==> src/rtl/exc_flush_ctrl.sv <==
// Precise exception/interrupt flush controller for the M stage: snapshots the victim
// instruction, waits out a busy mult/div unit, then issues the TAKE or RET flush.
module exc_flush_ctrl #(
    parameter int DATA_W = 32
) (
    input  logic              clk,
    input  logic              reset,
    input  logic [5:0]        hwint,
    input  logic [5:0]        im,
    input  logic              ie,
    input  logic              exl,
    input  logic [4:0]        exc_m,
    input  logic [DATA_W-1:0] pc_m,
    input  logic              bd_m,
    input  logic              eret_m,
    input  logic              md_busy,
    output logic              stall_all,
    output logic              intexc,
    output logic              epc_we,
    output logic [DATA_W-1:0] epc_out,
    output logic [4:0]        cause_exc,
    output logic              cause_bd,
    output logic              exl_set,
    output logic              exl_clr,
    output logic [1:0]        npc_sel
);

    localparam logic [1:0] S_IDLE    = 2'd0;
    localparam logic [1:0] S_MD_WAIT = 2'd1;
    localparam logic [1:0] S_TAKE    = 2'd2;
    localparam logic [1:0] S_RET     = 2'd3;

    localparam logic [1:0] NPC_NORMAL  = 2'b00;
    localparam logic [1:0] NPC_HANDLER = 2'b01;
    localparam logic [1:0] NPC_EPC     = 2'b10;

    logic [1:0]        state;
    logic [1:0]        state_nxt;
    logic              int_req;
    logic              exc_req;
    logic              req;

    logic [4:0]        snap_code;
    logic [DATA_W-1:0] snap_epc;
    logic              snap_bd;
    logic              snap_epc_we;

    // A delay-slot victim restarts at its branch so the branch is re-executed.
    function automatic logic [DATA_W-1:0] victim_epc(input logic [DATA_W-1:0] pc,
                                                     input logic              bd);
        return bd ? (pc - DATA_W'(4)) : pc;
    endfunction

    assign int_req = ie & ~exl & (|(hwint & im));
    assign exc_req = (exc_m != 5'd0);
    assign req     = int_req | exc_req;

    always_comb begin
        state_nxt = state;
        case (state)
            S_IDLE: begin
                if (req)
                    state_nxt = md_busy ? S_MD_WAIT : S_TAKE;
                else if (eret_m)
                    state_nxt = S_RET;
            end
            S_MD_WAIT: begin
                if (!md_busy)
                    state_nxt = S_TAKE;
            end
            S_TAKE:  state_nxt = S_IDLE;
            S_RET:   state_nxt = S_IDLE;
            default: state_nxt = S_IDLE;
        endcase
    end

    always_ff @(posedge clk) begin
        if (reset)
            state <= S_IDLE;
        else
            state <= state_nxt;
    end

    // Snapshot is taken only on the accepting IDLE cycle and stays frozen until the next one.
    always_ff @(posedge clk) begin
        if (reset) begin
            snap_code   <= 5'd0;
            snap_epc    <= '0;
            snap_bd     <= 1'b0;
            snap_epc_we <= 1'b0;
        end else if ((state == S_IDLE) && req) begin
            snap_code   <= int_req ? 5'd0 : exc_m;
            snap_epc    <= victim_epc(pc_m, bd_m);
            snap_bd     <= bd_m;
            snap_epc_we <= ~exl;
        end
    end

    // Outputs are held at zero while reset is asserted so no flush escapes a reset cycle.
    always_comb begin
        stall_all = 1'b0;
        intexc    = 1'b0;
        epc_we    = 1'b0;
        epc_out   = '0;
        cause_exc = 5'd0;
        cause_bd  = 1'b0;
        exl_set   = 1'b0;
        exl_clr   = 1'b0;
        npc_sel   = NPC_NORMAL;
        if (!reset) begin
            case (state)
                S_IDLE:    stall_all = req;
                S_MD_WAIT: stall_all = 1'b1;
                S_TAKE: begin
                    intexc    = 1'b1;
                    epc_we    = snap_epc_we;
                    epc_out   = snap_epc;
                    cause_exc = snap_code;
                    cause_bd  = snap_bd;
                    exl_set   = 1'b1;
                    npc_sel   = NPC_HANDLER;
                end
                S_RET: begin
                    intexc  = 1'b1;
                    exl_clr = 1'b1;
                    npc_sel = NPC_EPC;
                end
                default: ;
            endcase
        end
    end

endmodule

==> config.mk <==
export PLATFORM = sky130hd
export DESIGN_NAME = exc_flush_ctrl
export DESIGN_NICKNAME = d
export VERILOG_FILES = /design/src/rtl/exc_flush_ctrl.sv
export SDC_FILE = /design/constraint.sdc
export NUM_CORES = 1
export LEC_CHECK = 0
export BUFFER_PORTS_ARGS = -buffer_cell sky130_fd_sc_hd__buf_4
export CORE_AREA = 2 2 89 91
export CTS_BUF_LIST = sky130_fd_sc_hd__clkbuf_4
export DETAILED_ROUTE_END_ITERATION = 10
export DIE_AREA = 0 0 91 93
export GPL_TIMING_DRIVEN = 0
export HOLD_SLACK_MARGIN = 0.1
export PLACE_DENSITY_LB_ADDON = 0.2
export SYNTH_ARGS = -nofsm -noshare
export SYNTH_HDL_FRONTEND = slang
export SYNTH_SLANG_ARGS = --single-unit
==> constraint.sdc <==
create_clock -name clk -period 5.2 [get_ports clk]
set_input_delay 0.26 -clock clk [delete_from_list [all_inputs] [get_ports clk]]
set_output_delay 0.26 -clock clk [all_outputs]
set_load 0.01 [all_outputs]
==> run summary, run 1 <==
Status - finished clean
Achievable frequency - 424 MHz
Layout Cells excl Fill - 520
WP data arrival - 2.63 ns
Final net count - 474
Chip width - 91 µm
Ant diodes - 0
Crit Path Max Fanout - 10
Final Power - 0.806 mW
Final hold violation count - 0
Crit path kind - input port to flop
Hold endpoint - snap_code[2]
Hold Path Depth - 3
Clock root buffer - clkbuf_4
Clk pwr share - 33.5%
R2R Path Start - state[0]
Synth warnings - 0
# setup viols final - 0
Clock sink count - 41
Cell area after synthesis - 0.00253 mm²
Seq/Total Area, Yosys - 32.4%
Gate power share - 22.1%
Max_slew headroom - 49.8%
Syn nets - 368
Fin. max-slew vios - 0
PD cells - 229 mW/mm²
Fillers - 801
FF+latch count, synth - 41
Clk pin slew, worst setup/hold paths - 0.14 ns
DRT iter0 DRCs - 163
Global-route wire length before repair - 12.7 mm
Post-DRT Antenna Nets - 0
Die Ht - 93 µm
Share of cells above drive strength 1 - 29.7%
Period minus WS final - 2.36 ns
R2R Path End - snap_epc[16]
Peak supply drop - 0.111 mV
Sequential share of power - 44.5%
P_int - 0.576 mW
Yosys cell types - 46
Drt drc - 0
GR Util All Layers - 18.7%
Drt wl/cell - 15.5 µm
Switching Share - 28.6%
Most frequent cells in the layout - buf_4 (99), and2_1 (41), dfxtp_1 (41)
CTS tree - yes
Layout area overhead - 38.7%
Clk_skew - 0.00932 ns
Lkg Pwr - 1.36 nW
Tcrit/Tclk final - 45.4%
Num CTS Buffers - 5
RSZ-0062 raised after global routing - no
Vias in the first global route - 2498
Initial antenna violation count - 0
Mapped Cells - 311
Largest net degree at the start of global routing - 15
Most common cell after layout, fill and taps aside - buf_4
Die ar. - 0.00846 mm²
CTS max path bufs - 2
Syn_area_per_cell - 8.14 µm²
Routed vias - 2807
Drt first pass iters - 4
TNS Setup - 0 ns
Worst Hold Class - input port to flop
Reg2Reg Depth - 5
Global route overflow - 0
Critical Path End Type - flop
Routed WL - 8.05 mm
DR vias/cell - 5.40
Worst-margin pin slew - 0.747 ns
Htree depth - 2
Startpoint types - input port
Row cnt - 32
Worst hold path startpoint - exc_m[2]
Sw power - 0.230 mW
Max Cap Viol - 0
Worst EP required - 5.47 ns
Internal reg-to-reg setup slack - 2.95 ns
Dpl hpwl - 6.07 mm
Dpl cells - 511
Post-CTS Setup Repair Bufs - 0
Final design utilization - 46.6%
I/O Buffers - 98
Starting density of the core - 33.6%
CORE AREA - 0.00753 mm²
I/O pin count - 101
Clock latency on the worst-skew pair - 0.37 ns
GP Congestion - 0.844
-- cells in the mapped netlist (all sizes together) --
cell type  number  share of area [%]
a31o            1               0.35
nor4b           1               0.35
a311oi         17                5.9
o211ai          1               0.30
a21oi          13                2.6
nor3           32                6.5
nand3b          2               0.59
o41ai           1               0.35
a21boi          2               0.59
a22oi           3               0.89
and4bb          1               0.49
and3            1               0.25
ha              1               0.49
inv             3               0.44
a21bo           1               0.40
nand3          16                3.2
or4            14                4.4
and2           41                 10
nand2b          1               0.25
a311o           1               0.40
a211oi          9                2.7
nand2           6               0.89
nor2b           2               0.49
xor2            6                2.1
dfxtp          41                 32
clkbuf         19                2.8
o31ai          16                4.7
nand4           6                1.5
or2             7                1.7
a31oi           3               0.74
nor3b           1               0.49
o21ai          10                2.1
xnor2           5                1.7
buf             2               0.49
nor2            8                1.2
nand4b          2               0.69
o21a            1               0.30
nand4bb         1               0.44
or3             8                2.0
nor4            5                1.7
-- state kept, by name (all words and copies together), names as in the netlist --
register / count
snap_bd: 1
snap_epc_we: 1
state: 2
snap_code: 5
snap_epc: 32
-- power groups by stage --
stage	sequential [mW]	combinational [mW]	clock, mW
CTS	0.358	0.178	0.273
detailed placement	0.365	0.177	0
finish	0.358	0.178	0.270
global route	0.362	0.196	0.285
global placement	0.365	0.175	0
floorplan	0.361	0.0962	0
-- cell type report --
cell class	count	area [µm²]	area share [%]
well taps	102	128	3.64
multi-input cells	246	1620	46.0
clock buffers	5	37.5	1.07
clock inverters	3	68.8	1.96
flip-flops and latches	41	821	23.4
inverters	3	11.3	0.321
plain buffers	21	83.8	2.39
repair buffers	99	746	21.2
-- what timing repair did --
item	in CTS	in global routing
resized for setup	0	0
hold buffers	1	0
endpoints found under the hold margin	1	0
-- metrics by stage --
step                setup WS [ns]  instance area, µm²  hold WS [ns]
finish                       2.84                3510         0.146
global route                 2.59                3510         0.136
CTS                          2.78                3510         0.143
detailed placement           2.85                3390         0.454
global placement             2.87                3390         0.446
floorplan                    3.27                2530         0.360
-- routing by layer --
layer,vias to the layer above,wire [µm],track usage (%)
met4,0,106,5.30
met5,-,0,0
met3,10,556,4.11
met2,99,3620,30.6
met1,1288,3770,25.0
li1,1410,-,-
-- worst max-delay path, stage by stage --
cell and delay, ns:
dlygate4sd3_1 0.54, buf_4 0.14, nand2b_1 0.18, a311oi_1 0.65, clkbuf_1 0.47, nor3_1 0.12
a311oi_1 0.27
-- kinds of logic (layout without fill, tap and decap cells) --
logic type,after synthesis,in the layout,share of synthesized area [%]
DFF,41,41,32.4
buffers and inverters,24,131,3.76
AOI/OAI and AO/OA,79,79,22.3
adders and majority gates,1,1,0.494
and+or+nand+nor,155,155,37.2
xor gates and xnor gates,11,11,3.81
-- worst max-delay path by stage --
stage               startpoint      endpoint  slack, ns  cells past startpoint
finish                     exl  snap_epc[16]       2.84                      7
global placement      pc_m[10]  snap_epc[31]       2.87                      5
global route               exl  snap_epc[28]       2.59                      7
floorplan             pc_m[27]  snap_epc[31]       3.27                      4
detailed placement    pc_m[10]  snap_epc[31]       2.85                      5
CTS                        exl  snap_epc[26]       2.78                      7
Note: power is estimated with default switching activity, not from simulation.
==> inputs of run 2 (changes only) <==
Settings changed: ABC_AREA set to 1, CORE_AREA 2 2 89 91 to 2 2 97 99, DIE_AREA 0 0 91 93 to 0 0 99 101.
Clock period 5.2 ns to 2.2 ns, I/O delays scaled along.
==> run 2 against run 1 <==
  * Core utilization fell by 0.078 points
  * Synthesized cell count rose by 66%
  * Sequential cell count did not move
  * Design area rose by 19%
  * Critical path type is now flop to output pin
  * Register-to-register slack got worse by 2.3 ns
  * Total power rose by 120%
  * Highest routed layer unchanged
  * Sequential share of layout area fell by 3.7 points
  * First-iteration DRC count fell by 40%
  * Synthesized area rose by 20%
  * Worst setup slack got worse by 2.5 ns
  * Clock-buffer cell count rose by 1
  * Die area rose by 18%
==> run summary, run 2 <==
TNS Setup - 0 ns
Crit Path Max Fanout - 10
Setup ws final - 0.319 ns
Row cnt - 35
Combinational family with the most area after synthesis - simple AND/OR/NAND/NOR gates
Die ar. - 0.0100 mm²
GP Congestion - 0.815
WP data arrival - 1.77 ns
Post-synth top area cell - dfxtp_1
Largest net degree at the start of global routing - 12
Peak supply drop - 0.190 mV
Die Ht - 101 µm
Clock root buffer - clkbuf_4
Routed WL - 8.67 mm
Top cells by count, synth - nor2_1 (135), nand2_1 (122), inv_1 (70)
Post-synth EDFFs - 0
DRT iter0 DRCs - 98
CTS tree - yes
CORE AREA - 0.00898 mm²
Drt drc - 0
I/O pin count - 101
Primary FF master, synth - dfxtp_1
Max stage delay cell, worst path - dfxtp_1
Async set-or-reset flop fraction in the synthesized netlist - 0%
Tcrit/Tclk final - 85.5%
Lkg Pwr - 2.16 nW
Post-synthesis simple-gate area fraction - 47.6%
Post-synthesis compound-gate area fraction - 6.98%
Top reg by flops - snap_epc
Initial antenna violation count - 0
I/O Buffers - 99
Worst path cell trace - nor2_1 -> nand2_1 -> clkbuf_1 -> inv_1 -> buf_4 -> buf_4
CP max stage delay - 0.47 ns
Mux share of post-synthesis cell area - 0.328%
Most frequent cells in the layout - nor2_1 (135), nand2_1 (122), buf_4 (101)
Syn_area_per_cell - 5.92 µm²
Most common cell after layout, fill and taps aside - nor2_1
Clk pin slew, worst setup/hold paths - 0.12 ns
Clock latency on the worst-skew pair - 0.34 ns
Share of cells above drive strength 1 - 26.1%
Place WS - 0.667 ns
Drt wl/cell - 11.5 µm
Clk_skew - 0.00461 ns
Vias in the first global route - 3123
Cell area after synthesis - 0.00305 mm²
Startpoint types - flop
Global route overflow - 0
RSZ-0062 raised after global routing - no
Final hold violation count - 0
Synth area leaders - dfxtp_1 (27%), nor2_1 (17%), nand2_1 (15%), inv_1 (8.6%), nor2_2 (2.9%)
Global-route wire length before repair - 14.4 mm
Chip width - 99 µm
Cell mode on critical path - buf_4
Drt first pass iters - 4
Synth Area in XOR/XNOR - 3.45%
Post-DRT Antenna Nets - 0
Worst-margin pin slew - 0.487 ns
Yosys cell types - 32
Syn nets - 572
PD cells - 424 mW/mm²
Max reg flops - 32
Mapped Cells - 515
Fin. max-slew vios - 0
Final net count - 698
Clock sink count - 41
Critical Path End Type - output pin
Ant diodes - 0
Fillers - 961
Achievable frequency - 532 MHz
Status - finished clean
DR vias/cell - 4.40
CTS max path bufs - 2
Routed vias - 3310
Largest registers - snap_epc x32, snap_code x5, state x2
Top-count cell post-synth - nor2_1
Seq/Total Area, Yosys - 26.9%
Crit path kind - flop to output pin
Starting density of the core - 34.0%
FF+latch count, synth - 41
Synth warnings - 0
Max_slew headroom - 67.5%
Post-synth top area share - 26.9%
Adder-Cell Fraction of Synth Area - 0.410%
GR Util All Layers - 17.8%
Worst Hold Class - input port to flop
Period minus WS final - 1.88 ns
Max Cap Viol - 0
Num CTS Buffers - 5
# setup viols final - 0
Worst EP required - 2.09 ns
Layout area overhead - 37.1%
Htree depth - 2
Dpl hpwl - 7.11 mm
## run 2: cell count changes in the layout (fill, tap and decap cells not counted), sizes merged, moves of 7 or more
cell	change
nor3	-23
dlygate4sd3	+19
or4	-14
and2	-41
o31ai	-16
nor2	+148
a311oi	-17
nand2	+130
buf	+11
or3	-8
or2	-7
a211oi	-9
inv	+76
clkbuf	-13
## run 2: repair_timing
item                                   in CTS  in global routing
resized for setup                           0                  0
endpoints found under the hold margin      19                  0
hold buffers                               20                  0
buffers inserted                            0                  0
## run 2: kinds of logic (layout without fill, tap and decap cells)
family,count (synthesis),after routing
simple gates,325,325
buf+inv,98,224
flops,41,41
compound gates,37,37
xor+xnor,12,12
fa+ha+maj,1,1
mux,1,1
## run 2: worst paths after layout
path,cells after the start,slack [ns],startpoint,to
worst max-delay path,6,0.32,state[0],npc_sel[0]
worst min register to register,2,0.49,snap_code[1],snap_code[1]
worst min-delay path,4,0.11,pc_m[23],snap_epc[23]
worst max register to register,5,0.64,state[0],state[1]
## run 2: critical path: cells and delay by family (launching register included)
family	cells	cell delay, ns
and+or+nand+nor	2	0.23
DFF	1	0.47
buffers and inverters	4	0.72
## run 2: area by class of cell
| cell class | instances | area, µm² | share of cell area (%) |
|---|---|---|---|
| repair buffers | 119 | 943 | 22.6 |
| multi-input cells | 376 | 1790 | 42.9 |
| clock inverters | 1 | 3.75 | 0.0898 |
| inverters | 81 | 309 | 7.39 |
| well taps | 111 | 139 | 3.32 |
| plain buffers | 17 | 126 | 3.02 |
| clock buffers | 6 | 45.0 | 1.08 |
| flip-flops and latches | 41 | 821 | 19.6 |
## run 2: power by group
group	leakage (nW)	switching (mW)	total, mW	internal (mW)
registers	0.341	0.0296	0.846	0.816
clock network	0.0292	0.234	0.363	0.129
logic	1.79	0.312	0.562	0.250
total	2.16	0.576	1.77	1.20
## run 2: metal layers
layer	vias to the layer above	GRT usage (%)	part of all wire, %
met3	4	1.87	5.3
met5	-	0	0
li1	1797	-	-
met4	0	4.21	0.75
met1	1418	23.5	46
met2	91	31.2	47
## run 2: stage by stage
step	util, %	instances	hold WS, ns	instance area [µm²]	power, mW
after detailed placement	43.8	725	0.351	3930	1.40
after global placement	43.8	725	0.347	3930	1.39
after CTS	46.6	752	0.100	4180	1.79
after global routing	46.6	752	0.101	4180	1.89
final	46.6	752	0.107	4180	1.77
after floorplan	-	515	0.248	3050	1.19
